$ cat src/rtl/idct_stage3_pkg.sv
// rtl/idct_stage3_pkg.sv - shared DCT widths, constant shift-add terms and saturation helper
package dct_pkg;

    localparam int W_INT = 10;
    localparam int W_Y01 = 11;
    localparam int W_Q   = 25;
    localparam int W_YQ  = 26;
    localparam int FRAC  = 15;
    localparam int W_RW  = 29;

    typedef enum logic {K0, K1} kconst_e;

    // Term i contributes +/- (x >>> SH[i]) when EN[i] is set; NEG[i] selects subtraction.
    localparam logic [6:0][3:0] K0_SH  = {4'd0, 4'd14, 4'd12, 4'd9, 4'd7, 4'd5, 4'd1};
    localparam logic [6:0]      K0_EN  = 7'b0111111;
    localparam logic [6:0]      K0_NEG = 7'b0100000;
    localparam logic [6:0][3:0] K1_SH  = {4'd15, 4'd13, 4'd9, 4'd7, 4'd4, 4'd2, 4'd0};
    localparam logic [6:0]      K1_EN  = 7'b1111111;
    localparam logic [6:0]      K1_NEG = 7'b0101000;

    function automatic logic signed [W_RW-1:0] sat_clip(input logic signed [W_RW-1:0] x,
                                                        input int w);
        longint m;
        logic signed [W_RW-1:0] hi, lo;
        m  = longint'(1) << (w - 1);
        hi = W_RW'(m - 1);
        lo = W_RW'(-m);
        if (x > hi)
            return hi;
        else if (x < lo)
            return lo;
        return x;
    endfunction

endpackage

$ cat src/rtl/idct_stage3_if.sv
// rtl/idct_stage3_if.sv - vector handshake bundle between a source/sink and idct_stage3
interface idct_stage3_if;
    import dct_pkg::*;

    logic                    in_valid;
    logic                    in_ready;
    logic signed [W_Y01-1:0] y0, y1;
    logic signed [W_YQ-1:0]  y2, y3, y4, y5, y6, y7;
    logic                    out_valid;
    logic                    out_ready;
    logic signed [W_INT-1:0] r0, r1, r2, r3;
    logic signed [W_Q-1:0]   r4, r5, r6, r7;

    modport slave (
        input  in_valid, y0, y1, y2, y3, y4, y5, y6, y7, out_ready,
        output in_ready, out_valid, r0, r1, r2, r3, r4, r5, r6, r7
    );

    modport master (
        output in_valid, y0, y1, y2, y3, y4, y5, y6, y7, out_ready,
        input  in_ready, out_valid, r0, r1, r2, r3, r4, r5, r6, r7
    );

endinterface

$ cat src/rtl/idct_stage3_cmul.sv
// rtl/idct_stage3_cmul.sv - multiply by rotation constant k0 or k1 using floor shift-add terms
module idct_cmul
    import dct_pkg::*;
#(
    parameter kconst_e K  = K0,
    parameter int      RW = W_RW
) (
    input  logic signed [RW-1:0] x_i,
    output logic signed [RW-1:0] p_o
);

    localparam logic [6:0][3:0] SH  = (K == K0) ? K0_SH  : K1_SH;
    localparam logic [6:0]      EN  = (K == K0) ? K0_EN  : K1_EN;
    localparam logic [6:0]      NEG = (K == K0) ? K0_NEG : K1_NEG;

    logic signed [RW-1:0] acc;

    always_comb begin
        acc = '0;
        for (int i = 0; i < 7; i++) begin
            if (EN[i]) begin
                if (NEG[i])
                    acc = acc - (x_i >>> SH[i]);
                else
                    acc = acc + (x_i >>> SH[i]);
            end
        end
        p_o = acc;
    end

endmodule

$ cat src/rtl/idct_stage3.sv
// rtl/idct_stage3.sv - inverse DCT stage-3 butterfly/rotation, 2-stage valid/ready pipeline
module idct_stage3 #(
    parameter int FRAC = dct_pkg::FRAC,
    parameter int RW   = dct_pkg::W_RW
) (
    input  logic         clk,
    input  logic         reset,
    idct_stage3_if.slave bus,
    input  logic         sat_clr,
    output logic         sat
);
    import dct_pkg::*;

    localparam logic signed [RW-1:0] RND = RW'(1 << (FRAC - 1));

    logic                 en_a, en_b, load_b, any_sat, sat_d;
    logic                 va_q, vb_q, sat_q;
    logic signed [RW-1:0] y0x, y1x, y2x, y3x, y4x, y5x, y6x, y7x;
    logic signed [RW-1:0] p02_d, p13_d, p12_d, p03_d;
    logic signed [RW-1:0] s0_q, s1_q, s4_q, s5_q, s6_q, s7_q;
    logic signed [RW-1:0] p02_q, p13_q, p12_q, p03_q;
    logic signed [RW-1:0] pre [8];
    logic signed [RW-1:0] clp [8];
    logic signed [W_INT-1:0] r_lo_q [4];
    logic signed [W_Q-1:0]   r_hi_q [4];

    assign y0x = RW'(bus.y0);
    assign y1x = RW'(bus.y1);
    assign y2x = RW'(bus.y2);
    assign y3x = RW'(bus.y3);
    assign y4x = RW'(bus.y4);
    assign y5x = RW'(bus.y5);
    assign y6x = RW'(bus.y6);
    assign y7x = RW'(bus.y7);

    idct_cmul #(.K(K0), .RW(RW)) u_p02 (.x_i(y2x), .p_o(p02_d));
    idct_cmul #(.K(K1), .RW(RW)) u_p13 (.x_i(y3x), .p_o(p13_d));
    idct_cmul #(.K(K1), .RW(RW)) u_p12 (.x_i(y2x), .p_o(p12_d));
    idct_cmul #(.K(K0), .RW(RW)) u_p03 (.x_i(y3x), .p_o(p03_d));

    // A stage may load whenever the stage after it is empty or draining this cycle.
    assign en_b   = !vb_q || bus.out_ready;
    assign en_a   = !va_q || en_b;
    assign load_b = en_b && va_q;

    assign bus.in_ready  = en_a;
    assign bus.out_valid = vb_q;

    always_comb begin
        pre[0] = s0_q >>> 1;
        pre[1] = s1_q >>> 1;
        pre[2] = (((p02_q - p13_q) >>> 1) + RND) >>> FRAC;
        pre[3] = (((p12_q + p03_q) >>> 1) + RND) >>> FRAC;
        pre[4] = s4_q >>> 1;
        pre[5] = s5_q >>> 1;
        pre[6] = s6_q >>> 1;
        pre[7] = s7_q >>> 1;
        any_sat = 1'b0;
        for (int i = 0; i < 8; i++) begin
            clp[i]  = sat_clip(pre[i], (i < 4) ? W_INT : W_Q);
            any_sat = any_sat || (clp[i] != pre[i]);
        end
    end

    // A fresh saturation outranks a clear arriving on the same edge.
    assign sat_d = (sat_q && !sat_clr) || (load_b && any_sat);
    assign sat   = sat_q;

    always_ff @(posedge clk or negedge reset) begin
        if (!reset) begin
            va_q  <= 1'b0;
            vb_q  <= 1'b0;
            sat_q <= 1'b0;
            s0_q  <= '0;
            s1_q  <= '0;
            s4_q  <= '0;
            s5_q  <= '0;
            s6_q  <= '0;
            s7_q  <= '0;
            p02_q <= '0;
            p13_q <= '0;
            p12_q <= '0;
            p03_q <= '0;
            for (int i = 0; i < 4; i++) begin
                r_lo_q[i] <= '0;
                r_hi_q[i] <= '0;
            end
        end else begin
            sat_q <= sat_d;
            if (en_a)
                va_q <= bus.in_valid;
            if (en_a && bus.in_valid) begin
                s0_q  <= y0x + y1x;
                s1_q  <= y0x - y1x;
                s4_q  <= y4x + y6x;
                s6_q  <= y4x - y6x;
                s7_q  <= y5x + y7x;
                s5_q  <= y7x - y5x;
                p02_q <= p02_d;
                p13_q <= p13_d;
                p12_q <= p12_d;
                p03_q <= p03_d;
            end
            if (en_b)
                vb_q <= va_q;
            if (load_b) begin
                for (int i = 0; i < 4; i++) begin
                    r_lo_q[i] <= clp[i][W_INT-1:0];
                    r_hi_q[i] <= clp[i+4][W_Q-1:0];
                end
            end
        end
    end

    assign bus.r0 = r_lo_q[0];
    assign bus.r1 = r_lo_q[1];
    assign bus.r2 = r_lo_q[2];
    assign bus.r3 = r_lo_q[3];
    assign bus.r4 = r_hi_q[0];
    assign bus.r5 = r_hi_q[1];
    assign bus.r6 = r_hi_q[2];
    assign bus.r7 = r_hi_q[3];

endmodule

$ cat src/flat_wrapper.sv
// flat-port wrapper written by rule: the top's interface ports become plain ports
module idct_stage3_flat import dct_pkg::*;
#(
    parameter int FRAC = dct_pkg::FRAC,
    parameter int RW   = dct_pkg::W_RW
)
  (clk, reset, sat_clr, sat, bus_in_valid, bus_y0, bus_y1, bus_y2, bus_y3, bus_y4, bus_y5, bus_y6, bus_y7, bus_out_ready, bus_in_ready, bus_out_valid, bus_r0, bus_r1, bus_r2, bus_r3, bus_r4, bus_r5, bus_r6, bus_r7);
  idct_stage3_if bus_i ();
  input  logic clk;
  input  logic reset;
  input  logic sat_clr;
  output logic sat;
  input wire logic [$bits(bus_i.in_valid)-1:0] bus_in_valid;
  input wire logic [$bits(bus_i.y0)-1:0] bus_y0;
  input wire logic [$bits(bus_i.y1)-1:0] bus_y1;
  input wire logic [$bits(bus_i.y2)-1:0] bus_y2;
  input wire logic [$bits(bus_i.y3)-1:0] bus_y3;
  input wire logic [$bits(bus_i.y4)-1:0] bus_y4;
  input wire logic [$bits(bus_i.y5)-1:0] bus_y5;
  input wire logic [$bits(bus_i.y6)-1:0] bus_y6;
  input wire logic [$bits(bus_i.y7)-1:0] bus_y7;
  input wire logic [$bits(bus_i.out_ready)-1:0] bus_out_ready;
  output wire logic [$bits(bus_i.in_ready)-1:0] bus_in_ready;
  output wire logic [$bits(bus_i.out_valid)-1:0] bus_out_valid;
  output wire logic [$bits(bus_i.r0)-1:0] bus_r0;
  output wire logic [$bits(bus_i.r1)-1:0] bus_r1;
  output wire logic [$bits(bus_i.r2)-1:0] bus_r2;
  output wire logic [$bits(bus_i.r3)-1:0] bus_r3;
  output wire logic [$bits(bus_i.r4)-1:0] bus_r4;
  output wire logic [$bits(bus_i.r5)-1:0] bus_r5;
  output wire logic [$bits(bus_i.r6)-1:0] bus_r6;
  output wire logic [$bits(bus_i.r7)-1:0] bus_r7;
  assign bus_i.in_valid = bus_in_valid;
  assign bus_i.y0 = bus_y0;
  assign bus_i.y1 = bus_y1;
  assign bus_i.y2 = bus_y2;
  assign bus_i.y3 = bus_y3;
  assign bus_i.y4 = bus_y4;
  assign bus_i.y5 = bus_y5;
  assign bus_i.y6 = bus_y6;
  assign bus_i.y7 = bus_y7;
  assign bus_i.out_ready = bus_out_ready;
  assign bus_in_ready = bus_i.in_ready;
  assign bus_out_valid = bus_i.out_valid;
  assign bus_r0 = bus_i.r0;
  assign bus_r1 = bus_i.r1;
  assign bus_r2 = bus_i.r2;
  assign bus_r3 = bus_i.r3;
  assign bus_r4 = bus_i.r4;
  assign bus_r5 = bus_i.r5;
  assign bus_r6 = bus_i.r6;
  assign bus_r7 = bus_i.r7;
  idct_stage3 #(.FRAC(FRAC), .RW(RW)) u_core (.clk(clk), .reset(reset), .bus(bus_i), .sat_clr(sat_clr), .sat(sat));
endmodule
$ cat config.mk
export PLATFORM = sky130hd
export DESIGN_NAME = idct_stage3_flat
export DESIGN_NICKNAME = d
export VERILOG_FILES = /design/src/rtl/idct_stage3_pkg.sv /design/src/rtl/idct_stage3_if.sv /design/src/rtl/idct_stage3_cmul.sv /design/src/rtl/idct_stage3.sv /design/src/flat_wrapper.sv
export SDC_FILE = /design/constraint.sdc
export NUM_CORES = 2
export LEC_CHECK = 0
export BUFFER_PORTS_ARGS = -buffer_cell sky130_fd_sc_hd__buf_2
export CELL_PAD_IN_SITES_DETAIL_PLACEMENT = 1
export CELL_PAD_IN_SITES_GLOBAL_PLACEMENT = 1
export CORE_MARGIN = 2
export CORE_UTILIZATION = 51
export CTS_CLUSTER_DIAMETER = 200
export CTS_CLUSTER_SIZE = 12
export DETAILED_ROUTE_END_ITERATION = 8
export PLACE_DENSITY = 0.87
export SYNTH_ARGS = -nofsm -noshare
export SYNTH_HDL_FRONTEND = slang
export SYNTH_HIERARCHICAL = 1
export SYNTH_SLANG_ARGS = --single-unit
$ cat constraint.sdc
create_clock -name clk -period 9.2 [get_ports clk]
set_clock_uncertainty 0.15 [all_clocks]
set_input_delay 0.46 -clock clk [delete_from_list [all_inputs] [get_ports clk]]
set_output_delay 0.46 -clock clk [all_outputs]
set_load 0.05 [all_outputs]
==> results.toml <==
[run_status]
status = "finished clean"

[clock_tree]
clk_path_buf_depth = 3
clk_latency_ns = 0.57
cts-buffers-inserted = 38
cts_setup_buffers = 0
ctsHtreeMaxLevel = 2
clk_pin_slew_ns = 0.06
cts_root_buffer = "clkbuf_16"
cts_tree = "built"
clock_sinks = 385

[floorplan]
rows = 104
initial_core_util_pct = 51.3
die-area_um2 = 83000
die_h_um = 288
coreArea_um2 = 80300
ios = 326
die_x_um = 288

[sta]
post-route-period-util_pct = 61.4
hold_violations = 0
fmax_ghz = 0.177
tns_ns = 0
rsz0062_at_grt = "false"
layout_min_cycle_time_ns = 5.65
setup_violations = 0
maxSlewViolCount = 0
worstMarginPinSlew_ns = 1.21
slew_headroom_pct = 19.2
holdWs_ns = 0.146

[global_routing]
antenna_found_initial = 3
grt_pass1_vias = 38400
grt_pass1_wl_um = 206000
grt_use_met2_pct = 56.5
grt_use_met1_pct = 37.5
grt_max_degree = 156
track_usage_pct = 31.3
top_usage_layer = "met2"
met3_usage_pct = 3.78
overflow = 0

[layout]
fillers = 9823
stdcell_area_um2 = 44600
layout.nets = 5965
final_cell_mix = "929 x nand2_1, 705 x inv_1, 416 x o21ai_0, 396 x fa_1, 385 x dfrtp_1"
multi_input_area_um2 = 28100
drive_gt1_share_pct = 9.26
register_area_um2 = 9630
final_common_cell = "nand2_1"
final_cells = 6086
fin_util_pct = 55.5
synthToLayoutAreaGrowth_pct = 8.27

[run]
max-cap-violations = 0

[route]
drtIter0Drc = 1629
drt-wirelength-per-cell_um = 21.2
ant_nets = 0
dr.pass1.iters = 5
finalWirelength_um = 129000
num_vias = 34800
vias_per_cell = 5.71
drc = 0

[pwr]
switchingPower_uw = 8850
p_seq_share_pct = 17.0
max-vdd-ir-drop_mv = 0.215
sw_frac_of_total_pct = 54.5
cellPowerDensity_nw_per_um2 = 365
share_clk_of_total_power_pct = 9.1
p_int_uw = 7400
leakage_uw = 0.0225
pwr-share-comb_pct = 73.9

[setup_path]
r2r_slack_ns = 4.55
worstSetupEndpointType = "flip-flop"
slowest_stage = "fa_1"
worst_setup_path_start_kind = "input port"
cp_cell_sequence = "buf_2, buf_4, inv_1, fa_1, fa_1, fa_1, ha_1, ha_1, a21o_1, a21boi_0, o21ai_0, a21oi_1, mux2i_1, a41o_1, a2111oi_1, nand2_1, nand2_1"
path_class = "input port to flip-flop"
slowest_delay_ns = 0.61
arrival_ns = 6.00
cpMostUsedCell = "fa_1"
crit_fanout = 37
reg2regPathDepth = 13
cp.required_ns = 9.55

[placement]
dpl.cell_count = 6036
place_congestion = 0.933
dpl-instance-area_um2 = 43500
post-dp-hpwl_um = 103000
port_buffers = 325

[yosys]
synth_top_area_cell = "dfrtp_1"
syn-num-nets = 5769
ys_warn_count = 6
synth_area_um2 = 41200
synth.top_cell.area_share_pct = 23.4
synth.area.top_cells = "dfrtp_1 23%, fa_1 19%, ha_1 11%"
synth-seq-cells = 385
avgSynthCellArea_um2 = 8.54
async_reset_ff_share_pct = 100
synthFlopType = "dfrtp_1"
synth_cell_types = 116
synth_seq_area_share_pct = 23.4
synth_edf_count = 0
syn_inst = 4822

[worst_hold_path]
hp-class = "input port to flip-flop"
hold_depth = 3
## cells by family (layout without fill, tap and decap cells)
kind of cell               count (synthesis)  count (layout)  synth area share, %
xor gates and xnor gates                 264             264                 5.68
and+or+nand+nor                         1449            1449                 15.5
DFF                                      385             385                 23.4
AOI/OAI and AO/OA                       1024            1024                 15.5
muxes                                     18              18                0.453
buffers and inverters                    894            1094                 8.42
adders and majority gates                788             788                 31.0
other                                      0               4                    0
## worst max-delay path, delay by kind of cell
kind,cells,cell delay [ns]
adders and majority gates,5,2.39
buffers and inverters,3,1.47
AOI/OAI and AO/OA,6,1.31
and+or+nand+nor,2,0.21
muxes,1,0.11
## path summary, 6_finish.rpt
path,start,endpoint
setup / recovery,bus_y3[25],u_core/p13_q[28]
hold / removal,bus_out_ready,u_core/bus.out_valid
setup reg to reg,u_core/p02_q[6],u_core/bus.r2[6]
hold reg to reg,u_core/bus.r6[3],u_core/bus.r6[3]
max in group asynchronous,reset,u_core/s6_q[16]
min in group asynchronous,reset,u_core/bus.r5[9]
## per-layer routing
layer	up-vias	wire [um]
met5	-	13
met4	2	6050
met3	346	5020
met2	855	66000
met1	17500	52200
li1	16100	-
## synth_stat cells (all sizes together), types with 13 or more instances
| library cell | count |
|---|---|
| clkbuf | 156 |
| a31oi | 32 |
| xnor2 | 170 |
| o21bai | 42 |
| or3 | 22 |
| nor3b | 14 |
| and2 | 23 |
| nand3 | 58 |
| nand2b | 34 |
| nand2 | 931 |
| xor2 | 94 |
| nand4 | 24 |
| and3 | 36 |
| fa | 396 |
| o21a | 32 |
| nor3 | 52 |
| o21ai | 433 |
| o31ai | 19 |
| nor2 | 157 |
| dfrtp | 385 |
| maj3 | 24 |
| a311oi | 14 |
| buf | 31 |
| nor2b | 30 |
| mux2i | 13 |
| inv | 706 |
| a21o | 63 |
| a21oi | 224 |
| nor4 | 15 |
| o211ai | 13 |
| a211oi | 23 |
| ha | 368 |
| or2 | 14 |
## stage by stage
stage	setup slack (ns)	power (uW)
final	3.55	16300
after floorplan	4.27	11300
after CTS	3.63	16200
after detailed placement	3.11	14600
after global placement	3.35	14000
after global routing	3.23	17600
## sequential cells by signal, summed over array words and instances, names as in the netlist, 26 cells and up
register      cells
u_core/p12_q     29
u_core/p03_q     29
u_core/p02_q     29
u_core/s7_q      26
u_core/s6_q      26
u_core/s5_q      26
u_core/s4_q      26
u_core/p13_q     29
## area by class of cell
cell class | instances | share of cell area, %
tap | 1060 | 2.98
timing repair buffer | 343 | 4.04
sequential | 385 | 21.6
antenna | 4 | 0.0225
clock inverter | 4 | 0.157
inverter | 707 | 5.95
clock buffer | 40 | 2.22
multi-input combinational | 3543 | 63.0
## power groups by stage
stage	clock network, uW	logic [uW]	registers [uW]
2_1_floorplan	0	7980	3360
3_3_place_gp	0	11300	2760
5_1_grt	1580	13200	2830
6_report	1480	12000	2760
4_1_cts	1530	11900	2770
3_5_place_dp	0	11800	2790
## timing repair
| action | in CTS | in global routing |
|---|---|---|
| resized for setup | 0 | 0 |
| hold buffers | 2 | 0 |
| endpoints found under the hold margin | 118 | 0 |
No activity file was read; power rests on OpenSTA's default activity.
